**config.mk**
```make
export PLATFORM = sky130hd
export DESIGN_NAME = uart_tx_bps_flat
export DESIGN_NICKNAME = d
export VERILOG_FILES = /design/src/rtl/uart_tx_bps_if.sv /design/src/rtl/uart_tx_bps.sv /design/src/flat_wrapper.sv
export SDC_FILE = /design/constraint.sdc
export NUM_CORES = 1
export LEC_CHECK = 0
export CORE_ASPECT_RATIO = 0.8
export CORE_MARGIN = 5
export CORE_UTILIZATION = 50
export DETAILED_ROUTE_END_ITERATION = 16
export GPL_TIMING_DRIVEN = 0
export PLACE_DENSITY = 0.69
export SLEW_MARGIN = 30
export SYNTH_ARGS = -nofsm -noshare
export SYNTH_HDL_FRONTEND = slang
export SYNTH_SLANG_ARGS = --single-unit
```
**constraint.sdc**
```tcl
create_clock -name clk -period 3.8 [get_ports clk]
set_input_delay 0.76 -clock clk [delete_from_list [all_inputs] [get_ports clk]]
set_output_delay 0.76 -clock clk [all_outputs]
set_load 0.02 [all_outputs]
```
**src/rtl/uart_tx_bps_if.sv**
```systemverilog
// Byte-in / serial-out bundle between the readback stream controller and the UART transmitter.
// The controller owns txd_en/txd_data; the transmitter owns the tick, line and status outputs.
interface uart_tx_bps_if;
  logic       txd_en;
  logic [7:0] txd_data;
  logic       clk_bps;
  logic       txd;
  logic       tx_busy;
  logic       txd_done;
  logic       tx_overrun;

  modport master (
    output txd_en, txd_data,
    input  clk_bps, txd, tx_busy, txd_done, tx_overrun
  );

  modport slave (
    input  txd_en, txd_data,
    output clk_bps, txd, tx_busy, txd_done, tx_overrun
  );
endinterface

```
**src/rtl/uart_tx_bps.sv**
```systemverilog
// UART transmitter with a free-running baud tick: 1 start, 8 data (LSB first),
// optional parity, 1 stop. Every output is a flop; the FSM advances only on the registered tick.
module uart_tx_bps #(
  parameter int CLK_FREQ = 50_000_000,
  parameter int BAUD     = 9600,
  parameter int PARITY   = 0
) (
  input  logic         clk,
  input  logic         rst_n,
  uart_tx_bps_if.slave bus
);

  localparam int          BPS_DIV  = CLK_FREQ / BAUD;
  localparam logic [15:0] BPS_LAST = 16'(BPS_DIV - 1);
  localparam bit          PAR_EN   = (PARITY == 1) || (PARITY == 2);
  localparam bit          PAR_ODD  = (PARITY == 1);

  typedef enum logic [2:0] {
    ST_IDLE, ST_WAIT, ST_START, ST_DATA, ST_PAR, ST_STOP
  } state_t;

  logic [15:0] cnt_q, cnt_d;
  logic        clk_bps_q, clk_bps_d;
  state_t      state_q, state_d;
  logic [7:0]  shift_q, shift_d;
  logic [2:0]  bit_cnt_q, bit_cnt_d;
  logic        par_q, par_d;
  logic        txd_q, txd_d;
  logic        tx_busy_q, tx_busy_d;
  logic        txd_done_q, txd_done_d;
  logic        tx_overrun_q, tx_overrun_d;

  // Baud generator runs regardless of FSM state so the upstream controller keeps its pacing.
  always_comb begin
    cnt_d     = cnt_q + 16'd1;
    clk_bps_d = 1'b0;
    if (cnt_q == BPS_LAST) begin
      cnt_d     = '0;
      clk_bps_d = 1'b1;
    end
  end

  always_comb begin
    state_d      = state_q;
    shift_d      = shift_q;
    bit_cnt_d    = bit_cnt_q;
    par_d        = par_q;
    txd_d        = txd_q;
    txd_done_d   = 1'b0;
    tx_overrun_d = bus.txd_en && (state_q != ST_IDLE);

    case (state_q)
      ST_IDLE: begin
        txd_d = 1'b1;
        if (bus.txd_en) begin
          shift_d = bus.txd_data;
          par_d   = PAR_ODD ? ~^bus.txd_data : ^bus.txd_data;
          state_d = ST_WAIT;
        end
      end
      // A tick seen in the accept cycle belongs to IDLE, so only a later tick starts the frame.
      ST_WAIT: begin
        if (clk_bps_q) begin
          txd_d   = 1'b0;
          state_d = ST_START;
        end
      end
      ST_START: begin
        if (clk_bps_q) begin
          txd_d     = shift_q[0];
          bit_cnt_d = 3'd0;
          state_d   = ST_DATA;
        end
      end
      ST_DATA: begin
        if (clk_bps_q) begin
          if (bit_cnt_q == 3'd7) begin
            if (PAR_EN) begin
              txd_d   = par_q;
              state_d = ST_PAR;
            end else begin
              txd_d   = 1'b1;
              state_d = ST_STOP;
            end
          end else begin
            shift_d   = {1'b0, shift_q[7:1]};
            txd_d     = shift_q[1];
            bit_cnt_d = bit_cnt_q + 3'd1;
          end
        end
      end
      ST_PAR: begin
        if (clk_bps_q) begin
          txd_d   = 1'b1;
          state_d = ST_STOP;
        end
      end
      ST_STOP: begin
        if (clk_bps_q) begin
          txd_done_d = 1'b1;
          state_d    = ST_IDLE;
        end
      end
      default: begin
        txd_d   = 1'b1;
        state_d = ST_IDLE;
      end
    endcase

    tx_busy_d = (state_d != ST_IDLE);
  end

  always_ff @(posedge clk or negedge rst_n) begin
    if (!rst_n) begin
      cnt_q        <= '0;
      clk_bps_q    <= 1'b0;
      state_q      <= ST_IDLE;
      shift_q      <= '0;
      bit_cnt_q    <= '0;
      par_q        <= 1'b0;
      txd_q        <= 1'b1;
      tx_busy_q    <= 1'b0;
      txd_done_q   <= 1'b0;
      tx_overrun_q <= 1'b0;
    end else begin
      cnt_q        <= cnt_d;
      clk_bps_q    <= clk_bps_d;
      state_q      <= state_d;
      shift_q      <= shift_d;
      bit_cnt_q    <= bit_cnt_d;
      par_q        <= par_d;
      txd_q        <= txd_d;
      tx_busy_q    <= tx_busy_d;
      txd_done_q   <= txd_done_d;
      tx_overrun_q <= tx_overrun_d;
    end
  end

  assign bus.clk_bps    = clk_bps_q;
  assign bus.txd        = txd_q;
  assign bus.tx_busy    = tx_busy_q;
  assign bus.txd_done   = txd_done_q;
  assign bus.tx_overrun = tx_overrun_q;

endmodule

```
**src/flat_wrapper.sv**
```systemverilog
// flat-port wrapper written by rule: the top's interface ports become plain ports
module uart_tx_bps_flat 
#(
  parameter int CLK_FREQ = 50_000_000,
  parameter int BAUD     = 9600,
  parameter int PARITY   = 0
)
  (clk, rst_n, bus_txd_en, bus_txd_data, bus_clk_bps, bus_txd, bus_tx_busy, bus_txd_done, bus_tx_overrun);
  uart_tx_bps_if bus_i ();
  input  logic clk;
  input  logic rst_n;
  input wire logic [$bits(bus_i.txd_en)-1:0] bus_txd_en;
  input wire logic [$bits(bus_i.txd_data)-1:0] bus_txd_data;
  output wire logic [$bits(bus_i.clk_bps)-1:0] bus_clk_bps;
  output wire logic [$bits(bus_i.txd)-1:0] bus_txd;
  output wire logic [$bits(bus_i.tx_busy)-1:0] bus_tx_busy;
  output wire logic [$bits(bus_i.txd_done)-1:0] bus_txd_done;
  output wire logic [$bits(bus_i.tx_overrun)-1:0] bus_tx_overrun;
  assign bus_i.txd_en = bus_txd_en;
  assign bus_i.txd_data = bus_txd_data;
  assign bus_clk_bps = bus_i.clk_bps;
  assign bus_txd = bus_i.txd;
  assign bus_tx_busy = bus_i.tx_busy;
  assign bus_txd_done = bus_i.txd_done;
  assign bus_tx_overrun = bus_i.tx_overrun;
  uart_tx_bps #(.CLK_FREQ(CLK_FREQ), .BAUD(BAUD), .PARITY(PARITY)) u_core (.clk(clk), .rst_n(rst_n), .bus(bus_i));
endmodule
```
==> results.toml <==
[power_and_ir_drop]
finalPower_uw = 695
power_density_nw_per_um2 = 344
p_leak_uw = 0.000917
vdd_drop_max_uv = 234

[setup_path]
cp_max_fo = 2
crit_path_cell_trace = "clkdlybuf4s50_1"
cpMaxStageDelayCell = "clkdlybuf4s50_1"
arrival_ps = 1410
r2r_start = "u_core.bit_cnt_q[0]$_DFFE_PN0P_"
critPathKind = "reg2out"
reg2reg_depth = 8
slowest_delay_ps = 590
path_buf_inv = 1
worst_ep_required_time_ps = 3040
timing.rr.end = "u_core.shift_q[5]$_DFFE_PN0P_"
endpoint_kind = "output port"
path_delay_family = "buffers and inverters"
ff2ff_setup_slack_ps = 1830
startpoint_type = "flip-flop"

[clock_network]
cts_resized = 0
clock_path_buffers = 2
postCtsSetupRepairBufs = 0
clkLatencyLatePin_ps = 280
hold_buffers = 0
cts_tree = "built"
cts_sinks = 35
cts.clk_slew.worst_paths_ps = 70
cts_made_buffers = 5
cts_root_buf = "clkbuf_8"
htree_num_levels = 2

[global_routing]
grt_pass1_vias = 1361
antenna_found_initial = 0
grt.total_usage = 0.162
grt_max_degree = 22
gr-total-overflow = 0
grt_pass1_wl_microns = 5950

[floorplan]
boundaryPins = 16
start_util = 0.510
num_rows = 19
coreArea_sq_um = 3350
die_w_microns = 75.3
fp.dieH_microns = 62.3
die_area_sq_um = 4690

[timing]
final-max-slew-violation-count = 0
fmax_mhz = 461
worst_pin_slew_ps = 421
max_slew_margin = 0.719
fin_crit_ps = 2170
holdWs_ps = 398
fin_setup_tns_ps = 0
skew_ps = 5.92
post-route-period-util = 0.571
finalSetupViolCount = 0
layout_setup_ws_ps = 1630
rsz0062_at_grt = "false"
hold_violations = 0

[routing]
ant_nets = 0
drtPass1Iterations = 4
vias = 1257
viasPerCell = 5.47
finalWirelength_microns = 3320
wl_met1_microns = 1580
drtIter0Drc = 99
dr_wl_met2_microns = 1550
drcViolationCount = 0
top_layer = "met4"
wl_per_cell_microns = 14.4
dr_wl_met3_microns = 134

[status]
outcome = "finished, final reports clean"

[placed_design]
place_hpwl_microns = 2390
io_buffers = 15
place.gp.congestion = 0.853
dpl-instance-area_sq_um = 1930
pre_cts_slack_ps = 1460

[layout]
syn_to_final_growth_pct = 18.3
drive_gt1_frac = 0.128
diodes = 0
postLayoutCellArea_sq_um = 2020
mostFrequentLayoutCell = "dfrtp_1"
num-nets-final = 202
mostFrequentLayoutCells = "dfrtp_1, nor2_1, clkdlybuf4s50_1"
ff_latch_area_sq_um = 877
fill_cells = 296
multiInputGateArea_sq_um = 776

[logic_synthesis]
netlist_instances = 165
synth_top_area_share = 0.498
yosysSeqAreaShare = 0.514
syn_area_sq_um = 1710
synth_cell_type_count = 39
synth_nets = 179
ys.warnings.count = 0
avgSynthCellArea_sq_um = 10.4
ys_ff_latch = 35
yosys-top-cells-area = "dfrtp_1, nor2_1, mux2i_1"
yosys.area.top_type = "dfrtp_1"

[job]
maxCapViolCount = 0

[min_path]
hold_path_class = "in2async"
-- kinds of logic after synthesis --
logic type      count (synthesis)  synth area share
compound gates                 25            0.0982
xor+xnor                       14            0.0718
fa+ha+maj                       3            0.0220
buf+inv                        10            0.0322
flops                          35             0.514
mux                             8            0.0469
simple gates                   70             0.215
-- state kept, by name (all words and copies together) (netlist names) --
signal	flops
u_core.shift_q	8
u_core.state_q	3
u_core.bus.tx_overrun	1
u_core.bus.clk_bps	1
u_core.cnt_q	16
u_core.bus.txd_done	1
u_core.bit_cnt_q	3
u_core.bus.txd	1
u_core.bus.tx_busy	1
-- stage by stage --
step / util / std cells
floorplan: - / 165
global placement: 0.570 / 222
detailed placement: 0.577 / 223
CTS: 0.603 / 230
global route: 0.603 / 230
finish: 0.603 / 230
-- worst max-delay path by stage --
stage | from | end | slack (ps) | depth (start not counted)
floorplan | u_core.bit_cnt_q[0]$_DFFE_PN0P_ | u_core.shift_q[5]$_DFFE_PN0P_ | 2070 | 8
global route | u_core.bus.txd$_DFFE_PN1P_ | bus_txd | 1600 | 1
detailed placement | bus_txd_en | u_core.shift_q[6]$_DFFE_PN0P_ | 1460 | 6
CTS | u_core.bus.txd$_DFFE_PN1P_ | bus_txd | 1620 | 1
finish | u_core.bus.txd$_DFFE_PN1P_ | bus_txd | 1630 | 1
global placement | rst_n | u_core.cnt_q[9]$_DFF_PN0_ | 1240 | 1
-- final cells by class --
class / instances / share of cell area
clock inverters: 1 / 0.00248
repair buffers: 16 / 0.0854
well taps: 42 / 0.0260
inverters: 4 / 0.00743
clock buffers: 6 / 0.0409
multi-input cells: 120 / 0.384
flip-flops and latches: 35 / 0.434
plain buffers: 6 / 0.0198
-- power breakdown --
group / switching [uW] / internal, uW
Sequential: 6.57 / 384
Combinational: 17.8 / 20.2
Clock: 124 / 142
-- layer usage --
metal  global-route usage  vias up
li1                     -      617
met1                0.211      610
met2                0.244       25
met3               0.0452        5
met4               0.0830        0
met5                    0        -
-- Yosys cell counts --
master    number
a21oi_1        9
a21oi_2        2
a21oi_4        1
a22o_1         3
and3_1         3
and4_1         1
buf_2          2
buf_4          2
buf_6          1
clkbuf_1       1
dfrtp_1       34
dfstp_2        1
ha_1           3
inv_1          4
mux2i_1        8
nand2_1       13
nand2b_1       2
nand3_1       11
nand4_1        3
nand4b_1       2
nor2_1        22
nor2_2         1
nor2b_1        1
nor2b_2        1
nor3_1         3
nor3_4         1
nor3b_1        1
nor4_2         1
nor4b_1        1
o21ai_0        5
o21ai_1        2
o21bai_1       1
o311a_1        1
o32a_1         1
or2_2          1
or3_1          1
or3b_4         1
xnor2_1        8
xor2_1         6
No activity file was read; power rests on OpenSTA's default activity.
